$ cat src/rtl/cp0_timer.sv
// Coprocessor-0 for the pipelined MIPS core: status/cause/EPC state, interrupt and
// exception arbitration, and a free-running Count/Compare timer.
module cp0_timer #(
    parameter int          HW_INT_W = 5,
    parameter logic [31:0] PRID     = 32'h0000_0001,
    parameter logic [31:0] CMP_RST  = 32'hFFFF_FFFF
) (
    input  logic                clk,
    input  logic                reset,
    input  logic [4:0]          A1,
    input  logic [4:0]          A2,
    input  logic [31:0]         Din,
    input  logic                WE,
    input  logic [31:0]         PC,
    input  logic [31:0]         VAddr,
    input  logic [4:0]          ExcCodeIn,
    input  logic                BDin,
    input  logic [HW_INT_W-1:0] HWInt,
    input  logic                EXLClr,
    output logic                Req,
    output logic [31:0]         EPCout,
    output logic [31:0]         Dout,
    output logic                TimerIrq
);

    localparam logic [4:0] A_BADV  = 5'd8;
    localparam logic [4:0] A_COUNT = 5'd9;
    localparam logic [4:0] A_CMP   = 5'd11;
    localparam logic [4:0] A_SR    = 5'd12;
    localparam logic [4:0] A_CAUSE = 5'd13;
    localparam logic [4:0] A_EPC   = 5'd14;
    localparam logic [4:0] A_PRID  = 5'd15;

    logic [5:0]  im_q;
    logic        exl_q;
    logic        ie_q;
    logic        bd_q;
    logic [4:0]  ip_q;
    logic [4:0]  exc_q;
    logic [31:0] epc_q;
    logic [31:0] badv_q;
    logic [31:0] count_q;
    logic [31:0] count_d;
    logic [31:0] compare_q;
    logic        ti_q;
    logic        ti_d;

    logic [4:0]  hw_ext_s;
    logic [5:0]  pend_s;
    logic        int_req_s;
    logic        exc_req_s;
    logic        wr_s;
    logic        wr_count_s;
    logic        wr_cmp_s;
    logic        wr_sr_s;
    logic        wr_epc_s;
    logic        addr_exc_s;

    // External lines beyond HW_INT_W are tied low so unused IP bits read 0.
    assign hw_ext_s   = 5'(HWInt);
    assign pend_s     = {ti_q, hw_ext_s};
    assign int_req_s  = (|(pend_s & im_q)) & ie_q & ~exl_q;
    assign exc_req_s  = (ExcCodeIn != 5'd0) & ~exl_q;
    assign Req        = int_req_s | exc_req_s;
    assign EPCout     = Req ? (BDin ? (PC - 32'd4) : PC) : epc_q;
    assign TimerIrq   = ti_q;

    // A taken request squashes the concurrent mtc0.
    assign wr_s       = WE & ~Req;
    assign wr_count_s = wr_s & (A2 == A_COUNT);
    assign wr_cmp_s   = wr_s & (A2 == A_CMP);
    assign wr_sr_s    = wr_s & (A2 == A_SR);
    assign wr_epc_s   = wr_s & (A2 == A_EPC);
    assign addr_exc_s = ~int_req_s & ((ExcCodeIn == 5'd4) | (ExcCodeIn == 5'd5));

    // Timer next state: load beats increment, Compare write beats a match.
    always_comb begin
        count_d = count_q + 32'd1;
        ti_d    = ti_q;
        if (wr_count_s) begin
            count_d = Din;
        end else begin
            count_d = count_q + 32'd1;
        end
        if (wr_cmp_s) begin
            ti_d = 1'b0;
        end else if (count_d == compare_q) begin
            ti_d = 1'b1;
        end else begin
            ti_d = ti_q;
        end
    end

    // mfc0 read mux.
    always_comb begin
        Dout = 32'd0;
        case (A1)
            A_BADV:  Dout = badv_q;
            A_COUNT: Dout = count_q;
            A_CMP:   Dout = compare_q;
            A_SR:    Dout = {16'd0, im_q, 8'd0, exl_q, ie_q};
            A_CAUSE: Dout = {bd_q, 15'd0, ti_q, ip_q, 3'd0, exc_q, 2'd0};
            A_EPC:   Dout = epc_q;
            A_PRID:  Dout = PRID;
            default: Dout = 32'd0;
        endcase
    end

    // Architectural state update.
    always_ff @(posedge clk or posedge reset) begin
        if (reset) begin
            im_q      <= 6'd0;
            exl_q     <= 1'b0;
            ie_q      <= 1'b0;
            bd_q      <= 1'b0;
            ip_q      <= 5'd0;
            exc_q     <= 5'd0;
            epc_q     <= 32'd0;
            badv_q    <= 32'd0;
            count_q   <= 32'd0;
            compare_q <= CMP_RST;
            ti_q      <= 1'b0;
        end else begin
            ip_q    <= hw_ext_s;
            count_q <= count_d;
            ti_q    <= ti_d;
            if (wr_cmp_s) begin
                compare_q <= Din;
            end
            if (Req) begin
                exl_q <= 1'b1;
                bd_q  <= BDin;
                epc_q <= EPCout;
                exc_q <= int_req_s ? 5'd0 : ExcCodeIn;
                if (addr_exc_s) begin
                    badv_q <= VAddr;
                end
            end else begin
                if (wr_sr_s) begin
                    im_q  <= Din[15:10];
                    exl_q <= Din[1];
                    ie_q  <= Din[0];
                end else if (EXLClr) begin
                    exl_q <= 1'b0;
                end
                if (wr_epc_s) begin
                    epc_q <= Din;
                end
            end
        end
    end

endmodule

$ cat config.mk
export PLATFORM = sky130hd
export DESIGN_NAME = cp0_timer
export DESIGN_NICKNAME = d
export VERILOG_FILES = /design/src/rtl/cp0_timer.sv
export SDC_FILE = /design/constraint.sdc
export NUM_CORES = 1
export LEC_CHECK = 0
export CAP_MARGIN = 15
export CORE_MARGIN = 1.5
export CORE_UTILIZATION = 52
export CTS_CLUSTER_DIAMETER = 30
export DETAILED_ROUTE_END_ITERATION = 12
export PLACE_DENSITY = 0.8
export SYNTH_ARGS = -nofsm -noshare
export SYNTH_HDL_FRONTEND = slang
export SYNTH_SLANG_ARGS = --single-unit
$ cat constraint.sdc
create_clock -name clk -period 6.3 [get_ports clk]
set_clock_uncertainty 0.15 [all_clocks]
set_input_delay 0.945 -clock clk [delete_from_list [all_inputs] [get_ports clk]]
set_output_delay 0.945 -clock clk [all_outputs]
set_load 0.02 [all_outputs]
==> results.tsv, run 1 <==
metric	value	unit
hold_viol	0	
synth_edf_count	0	
route.detailed.drc	0	
grt_max_degree	72	
vias	8790	
p_int	2810	uW
cpPeakStageDelay	0.63	ns
synth_area_leaders	dfrtp_1 32%, dfstp_2 9.4%, nand2_1 7.1%	
slew_violations	0	
coreArea	0.0167	sq mm
syn_to_final_growth	29.0	%
rows	47	
yosys.cell_count.top_type	nand2_1	
cts_setup_buffers	0	
die_x	134	um
h-tree-depth	4	
max-vdd-ir-drop	0.300	mV
comb_power_share	40.0	%
gp_congestion	0.949	
async_reset_ff_share	100	%
cp.required	5.20	ns
drive_gt1_share	11.9	%
leakagePower	0.00476	uW
run_status	complete, no violations	
avgSynthCellArea	8.88	sq um
fin_crit	5.44	ns
nFillCells	1343	
maxCapViolations	0	
synth_flop_cell	dfrtp_1	
pin_count	187	
critPathKind	input port to primary output	
antenna_found_initial	0	
critPathBufInv	3	
finalWirelength	31400	um
slew-limit-headroom	19.8	%
wire_per_inst	22.3	um
first_iter_violations	846	
worst_pin_slew	1.19	ns
timing.setup.tns	0	ns
io_buffers	186	
die-area	0.0181	sq mm
synth_warnings	0	
synthCells	1011	
p_per_area	407	mW/mm^2
critPathSlowestCell	clkdlybuf4s50_1	
setup_viol_count_final	0	
grt_overflow_total	0	
synth_seq_cells	148	
synthesis.nets	1134	
cts_tree	built	
grt_pass1_vias	8422	
grt_util_all_layers	35.2	%
yosysSeqAreaShare	41.7	%
ant_nets	0	
diodes	0	
cp-end-kind	primary output	
finalPower	4710	uW
critPathMaxFanout	4	
critPathLaunchType	input port	
cts_buffers	17	
drtPass1Iterations	6	
cts_hold_buf	0	
fmax	184	MHz
crit_arrival	4.34	ns
clockBufferDepth	2	
clkTransAtPathRegs	0.06	ns
synth_common_cells	171 x nand2_1, 116 x dfrtp_1, 102 x nor2_1	
clk_latency	0.44	ns
dp_hpwl	23000	um
final_nets	1298	
crit_chain	clkdlybuf4s50_1 > inv_1 > ha_1 > nand2_1 > or2_2 > or3_1 > nand2b_1 > nand2b_1 > nor2_1 > nand2_1 > xor2_1 > a21oi_1 > clkdlybuf4s50_1	
cts_root_buf	clkbuf_16	
clock-sinks	148	
clkPwrFrac	20.8	%
start_util	53.8	%
sw_frac_of_total	40.3	%
yosysTopAreaCellShare	32.3	%
yosysTopAreaCell	dfrtp_1	
grt_pass1_wl	47900	um
fin_crit_sh	86.3	%
path_delay_family	simple AND/OR/NAND/NOR gates	
p_switching	1900	uW
synth.distinct_cells	67	
rsz0062_at_grt	no	
netlist_area	0.00898	sq mm
die_h	134	um
cts_resized	0	
hold_class	register to register	
pwr-share-seq	39.2	%
vias_per_cell	6.24	
## metrics by stage
step           instance area [sq um]  utilization (%)  worst slack [ns]  hold slack (ns)  cells
3_5_place_dp                   11000             66.0             0.932            0.314   1376
5_1_grt                        11600             69.4             0.697            0.348   1408
6_report                       11600             69.4             0.863            0.322   1408
3_3_place_gp                   11000             66.0              1.03            0.310   1376
4_1_cts                        11600             69.4             0.893            0.324   1408
2_1_floorplan                   8980                -              1.28            0.288   1011
## area by class of cell
cell class,instances,area (sq um),area share [%]
clock buffers,22,474,4.09
well taps,220,275,2.38
clock inverters,10,82.6,0.713
flip-flops and latches,148,3740,32.3
inverters,31,121,1.05
repair buffers,203,2000,17.3
multi-input cells,774,4890,42.2
## registers in the layout, indices dropped and copies added (netlist names)
register / count
badv_q: 32
compare_q: 32
count_q: 32
epc_q: 32
im_q: 6
exc_q: 5
ip_q: 5
TimerIrq: 1
bd_q: 1
exl_q: 1
ie_q: 1
## cells in the final DEF (no fill, tap or decap), types with 17 or more instances in the layout
cell type and instances:
a21oi_1 77, a221o_1 27, a22o_1 18, and3_1 24, clkbuf_16 17, clkdlybuf4s50_1 186, dfrtp_1 116, dfstp_2 32
inv_1 28, mux2_2 42, mux2i_1 22, nand2_1 171, nand3_1 17, nand4_1 20, nor2_1 100, o21ai_0 39
xnor2_1 37, xor2_1 43
## kinds of logic after synthesis
family                     after synthesis  synth area share, %
and+or+nand+nor                        405                 21.3
muxes                                   64                 7.72
AOI/OAI and AO/OA                      223                 16.9
DFF                                    148                 41.7
adders and majority gates                2                0.279
xor gates and xnor gates                80                 7.80
buffers and inverters                   89                 4.36
## layer usage
metal | routed length [um] | global-route usage [%] | vias to the layer above
met5 | 0 | 0 | -
met4 | 1540 | 17.3 | 0
met3 | 2530 | 6.54 | 85
met2 | 15200 | 58.6 | 475
met1 | 12100 | 43.9 | 4273
li1 | - | - | 3957
## worst reg2reg max path, delay by kind of cell, from the launching register on
kind	cells	cell delay (ns)
AO/OA/AOI/OAI	6	1.92
AND/OR/NAND/NOR	2	0.86
flip-flops	1	0.51
buffers and inverters	1	0.35
## power by group through the flow
stage          Sequential, uW  Clock (uW)  Combinational (uW)
4_1_cts                  1830         984                1880
3_5_place_dp             1840           0                1850
6_report                 1850         981                1880
2_1_floorplan            1650           0                1210
3_3_place_gp             1830           0                1820
5_1_grt                  1880        1030                2040
## worst paths after layout
kind | start | to | cells past startpoint | slack (ns)
max | PC[2] | EPCout[28] | 13 | 0.86
min | compare_q[28] | compare_q[28] | 2 | 0.32
max reg2reg | TimerIrq | TimerIrq | 9 | 2.46
min reg2reg | compare_q[28] | compare_q[28] | 2 | 0.32
max in group asynchronous | reset | compare_q[30] | 3 | 4.16
min in group asynchronous | reset | exc_q[0] | 2 | 0.82
Power figures use the tool's default switching activity.
==> inputs of run 2 (changes only) <==
- MAX_ROUTING_LAYER: default -> met4
==> run 2 against run 1 <==
Against the previous run:
- final cell count about the same
- via count increased by 0.86%
- count of clock-buffer cells in the layout increased by 2
- global-route usage increased by 0.75 points
- non-clock buffer count unchanged
- sequential share of layout area decreased by 0.19 points
- register-to-register slack got worse by 0.21 ns
- hold slack improved by 0.0044 ns
- sequential cell count unchanged
- die area unchanged
- sequential power about the same
- maximum frequency decreased by 0.18%
- largest power group unchanged
- highest routed layer unchanged
==> results.tsv, run 2 (same netlist as run 1, synthesis figures left out) <==
metric	value	unit	change
critPathKind	input port to primary output		
critPathLaunch	PC[2]		
p_switching	1900	uW	-0.24%
cts_resized	0		unchanged
multi_input_area	0.00489	sq mm	unchanged
io_buffers	186		unchanged
coreArea	0.0167	sq mm	unchanged
start_util	53.8	%	unchanged
cts_setup_buffers	0		unchanged
hold_class	register to register		
cp.required	5.20	ns	about the same
path_delay_family	simple AND/OR/NAND/NOR gates		
ant_nets	0		unchanged
critPathMaxFanout	4		unchanged
crit_arrival	4.35	ns	about the same
clk_latency	0.42	ns	-0.02 ns
hold_viol	0		unchanged
dp_hpwl	23000	um	-0.29%
final_common_cell	clkdlybuf4s50_1		
slew_violations	0		unchanged
vias_per_cell	6.29		+0.79%
first_iter_violations	998		+18%
grt_overflow_total	0		unchanged
final_nets	1298		unchanged
wl_met3	2880	um	+14%
cp-end-kind	primary output		
grt_pass1_vias	8581		+1.9%
routed.top_layer	met4		
clkTransAtPathRegs	0.06	ns	about the same
cts_tree	built		
drtPass1Iterations	5		-1
pin_count	187		unchanged
fmax	184	MHz	-0.18%
finalPower	4810	uW	+2.1%
dr_wl_met2	14900	um	-1.9%
clkPwrFrac	22.5	%	+1.7 points
final_cell_mix	186 x clkdlybuf4s50_1, 171 x nand2_1, 116 x dfrtp_1, 100 x nor2_1, 77 x a21oi_1		
grt_util_all_layers	35.9	%	+0.75 points
die_h	134	um	unchanged
cts_buffers	17		unchanged
clock-sinks	148		unchanged
p_int	2920	uW	+3.8%
antenna_found_initial	1		+1
setup_viol_count_final	0		unchanged
fin_crit	5.45	ns	+0.00966 ns
critPathLaunchType	input port		
maxCapViolations	0		unchanged
hp-start	compare_q[16]		
drive_gt1_share	11.9	%	unchanged
place_ws	0.937	ns	+0.00523 ns
crit_chain	clkdlybuf4s50_1 > inv_1 > ha_1 > nand2_1 > or2_2 > or3_1 > nand2b_1 > nand2b_1 > nor2_1 > nand2_1 > xor2_1 > a21oi_1 > clkdlybuf4s50_1		
rows	47		unchanged
leakagePower	0.00479	uW	+0.76%
slew-limit-headroom	23.7	%	+3.8 points
wire_per_inst	22.1	um	-0.91%
grt_pass1_wl	47700	um	-0.45%
cpPeakStageDelay	0.63	ns	about the same
sw_frac_of_total	39.4	%	-0.94 points
vias	8866		+0.86%
p_per_area	413	mW/mm^2	+1.5%
grt_max_degree	73		+1.4%
cts_root_buf	clkbuf_16		
worst_pin_slew	1.13	ns	-0.0568 ns
critPathBufInv	3		unchanged
max-vdd-ir-drop	0.305	mV	+1.7%
comb_power_share	39.1	%	-0.9 points
timing.setup.tns	0	ns	unchanged
clockBufferDepth	2		unchanged
finalWirelength	31100	um	-0.84%
r2r-start	TimerIrq		
die-area	0.0181	sq mm	unchanged
final.setup.worst_slack	0.853	ns	-0.00966 ns
h-tree-depth	4		unchanged
syn_to_final_growth	29.8	%	
critPathSlowestCell	clkdlybuf4s50_1		
gp_congestion	0.959		+1.0%
run_status	complete, no violations		
route.detailed.drc	0		unchanged
nFillCells	1309		-2.5%
die_x	134	um	unchanged
wl_met1	11700	um	-3.6%
fin_crit_sh	86.5	%	+0.15 points
pwr-share-seq	38.4	%	-0.8 points
regArea	0.00374	sq mm	unchanged
rsz0062_at_grt	no		
cts_hold_buf	0		unchanged
run 2: cell count changes in the layout (fill, tap and decap cells not counted):
| cell | delta |
|---|---|
| clkbuf_8 | +2 |
| bufinv_16 | +2 |
| diode_2 | +1 |
| clkinv_2 | -3 |
| clkinv_4 | +1 |
| clkinvlp_4 | -2 |
run 2: cell type report:
type	count	share of cell area [%]
Clock buffer	24	4.30
Clock inverter	8	1.04
Tap cell	220	2.36
Timing Repair Buffer	203	17.2
Antenna cell	1	0.0215
Multi-Input combinational cell	774	41.9
Inverter	31	1.04
Sequential cell	148	32.1
run 2: worst paths after layout:
check | slack [ns] | cells after the start | endpoint
worst min-delay path | 0.33 | 2 | compare_q[16]
worst max-delay path | 0.85 | 13 | EPCout[28]
min in group asynchronous | 0.83 | 2 | exc_q[1]
worst min register to register | 0.33 | 2 | compare_q[16]
worst max register to register | 2.25 | 9 | TimerIrq
max in group asynchronous | 4.10 | 3 | compare_q[0]
run 2: tightest hold or removal path, delay by kind of cell, from the launching register on:
kind,cells,cell delay (ns)
and+or+nand+nor,2,0.09
DFF,1,0.38
run 2: through the flow:
| step | hold WS [ns] | std cells | util, % | instance area [sq um] |
|---|---|---|---|---|
| detailed placement | 0.318 | 1376 | 66.0 | 11000 |
| CTS | 0.326 | 1408 | 69.8 | 11700 |
| floorplan | 0.288 | 1011 | - | 8980 |
| global placement | 0.310 | 1376 | 66.0 | 11000 |
| finish | 0.326 | 1409 | 69.8 | 11700 |
| global route | 0.346 | 1409 | 69.8 | 11700 |
run 2: routing by layer:
metal	up-vias	global-route usage, %
met3	93	6.65
met1	4281	44.3
li1	3943	-
met2	549	57.1
met5	-	-
met4	0	17.3
run 2: power groups by stage:
stage | registers, uW | clock network (uW) | logic (uW)
floorplan | 1650 | 0 | 1210
global route | 1880 | 1130 | 2030
CTS | 1830 | 1080 | 1870
detailed placement | 1840 | 0 | 1850
global placement | 1830 | 0 | 1820
finish | 1850 | 1080 | 1880
==> inputs of run 3 (changes only) <==
- CORE_UTILIZATION: 52 -> 28
- PLACE_DENSITY: 0.8 -> 0.48
==> run 3 against run 2 <==
Against the previous run:
- critical path depth stayed put
- final cell count up 13%
- highest routed layer unchanged
- count of clock-buffer cells in the layout fell by 4
- critical path type unchanged
- sequential cell count did not move
- worst setup slack improved by 0.020 ns
- clock power increased by 15%
- non-clock buffer count rose by 3
- combinational power about the same
- sequential power about the same
==> results.tsv, run 3 (same netlist as run 1, synthesis figures left out) <==
metric	value	unit	change
drive_gt1_share	12.1	%	+0.22 points
comb_power_share	37.9	%	-1.2 points
leakagePower	0.00483	uW	+0.73%
grt_overflow_total	0		unchanged
sw_frac_of_total	39.1	%	-0.26 points
grt_pass1_vias	8460		-1.4%
antenna_found_initial	1		unchanged
grt_pass1_wl	53900	um	+13%
rows	65		+38%
cpPeakStageDelay	0.64	ns	about the same
critPathKind	input port to primary output		
syn_to_final_growth	33.2	%	
gp_congestion	0.899		-6.3%
clk_latency	0.43	ns	about the same
final.setup.worst_slack	0.873	ns	+0.0201 ns
run_status	complete, no violations		
hold_ws	0.326	ns	-0.0000720 ns
max-vdd-ir-drop	0.224	mV	-27%
ant_nets	0		unchanged
finalWirelength	35900	um	+15%
die-area	0.0332	sq mm	+84%
vias	8408		-5.2%
hold_viol	0		unchanged
coreArea	0.0316	sq mm	+89%
place_ws	0.901	ns	-0.0360 ns
io_buffers	186		unchanged
dp_hpwl	27400	um	+19%
critPathSlowestCell	clkdlybuf4s50_1		
fin_area	0.0120	sq mm	+2.7%
grt_util_all_layers	22.5	%	-13 points
final_cell_mix	186 x clkdlybuf4s50_1, 171 x nand2_1, 116 x dfrtp_1, 100 x nor2_1, 77 x a21oi_1		
grt_max_degree	77		+5.5%
die_h	182	um	+35%
cts_resized	0		unchanged
cp.required	5.20	ns	about the same
clkPwrFrac	24.8	%	+2.3 points
maxCapViolations	0		unchanged
slew-limit-headroom	27.5	%	+3.8 points
slew_violations	0		unchanged
final_common_cell	clkdlybuf4s50_1		
post_dp_cell_area	0.0113	sq mm	+2.2%
cts_hold_buf	0		unchanged
die_x	182	um	+35%
clkTransAtPathRegs	0.07	ns	about the same
fmax	184	MHz	+0.37%
critPathMaxFanout	4		unchanged
vias_per_cell	5.27		-16%
clockBufferDepth	2		unchanged
pin_count	187		unchanged
timing.setup.tns	0	ns	unchanged
final_nets	1301		+0.23%
route.detailed.drc	0		unchanged
pwr-share-seq	37.3	%	-1.1 points
first_iter_violations	629		-37%
setup_viol_count_final	0		unchanged
p_switching	1950	uW	+2.9%
cp-end-kind	primary output		
h-tree-depth	4		unchanged
p_per_area	416	mW/mm^2	+0.85%
crit_chain	clkdlybuf4s50_1 > inv_1 > ha_1 > nand2_1 > or2_2 > or3_1 > nand2b_1 > nand2b_1 > nor2_1 > nand2_1 > xor2_1 > a21oi_1 > clkdlybuf4s50_1		
drtPass1Iterations	7		+2
rsz0062_at_grt	no		
cts_tree	built		
fin_util	37.9	%	-32 points
critPathLaunchType	input port		
worst_pin_slew	1.08	ns	-0.0572 ns
cts_root_buf	clkbuf_16		
fin_crit	5.43	ns	-0.0201 ns
start_util	28.5	%	-25 points
cts_buffers	17		unchanged
fin_crit_sh	86.1	%	-0.32 points
hold_class	register to register		
p_int	3030	uW	+4.0%
clock-sinks	148		unchanged
wire_per_inst	22.5	um	+1.9%
crit_arrival	4.33	ns	-0.02 ns
cts_setup_buffers	0		unchanged
nFillCells	3241		+150%
## run 3: changes by cell type in the layout (fill, tap and decap cells not counted), sizes merged
cell      previous run  this run
clkbuf              24        20
inv                 30        31
clkinv               5         3
buf                 17        20
bufinv               3         7
clkinvlp             1         2
## run 3: cell type report
cell class	instances	area (sq um)	share of cell area (%)
diodes	1	2.50	0.0209
clock buffers	20	447	3.73
clock inverters	12	251	2.10
inverters	31	121	1.01
multi-input cells	774	4890	40.8
flip-flops and latches	148	3740	31.3
well taps	402	503	4.20
repair buffers	206	2010	16.8
## run 3: stage by stage
stage,power (uW),cells
6_report,4980,1594
3_3_place_gp,3750,1561
4_1_cts,5010,1593
3_5_place_dp,3760,1561
2_1_floorplan,2860,1011
5_1_grt,5280,1594
## run 3: worst paths after layout
path | cells past startpoint | slack, ns | end | startpoint
worst max-delay path | 13 | 0.87 | EPCout[28] | PC[2]
worst min-delay path | 2 | 0.33 | compare_q[28] | compare_q[28]
worst max register to register | 9 | 2.53 | TimerIrq | TimerIrq
worst min register to register | 2 | 0.33 | compare_q[28] | compare_q[28]
max in group asynchronous | 3 | 4.12 | compare_q[27] | reset
min in group asynchronous | 2 | 0.84 | exc_q[1] | reset
## run 3: worst max-delay path, delay by kind of cell
family	cells	cell delay, ns
xor+xnor	1	0.17
buf+inv	3	1.18
compound gates	1	0.20
fa+ha+maj	1	0.14
simple gates	7	1.70
## run 3: power groups by stage
stage / registers (uW) / clock network (uW) / logic [uW]
2_1_floorplan: 1650 / 0 / 1210
3_3_place_gp: 1870 / 0 / 1880
3_5_place_dp: 1880 / 0 / 1890
4_1_cts: 1860 / 1250 / 1900
5_1_grt: 1910 / 1290 / 2080
6_report: 1860 / 1240 / 1890
## run 3: per-layer routing
layer,track usage (%),share of wire (%),vias up
met5,-,0,-
met4,8.40,3.2,0
met3,3.81,5.6,48
met2,35.3,47,310
met1,29.2,45,4092
li1,-,-,3958
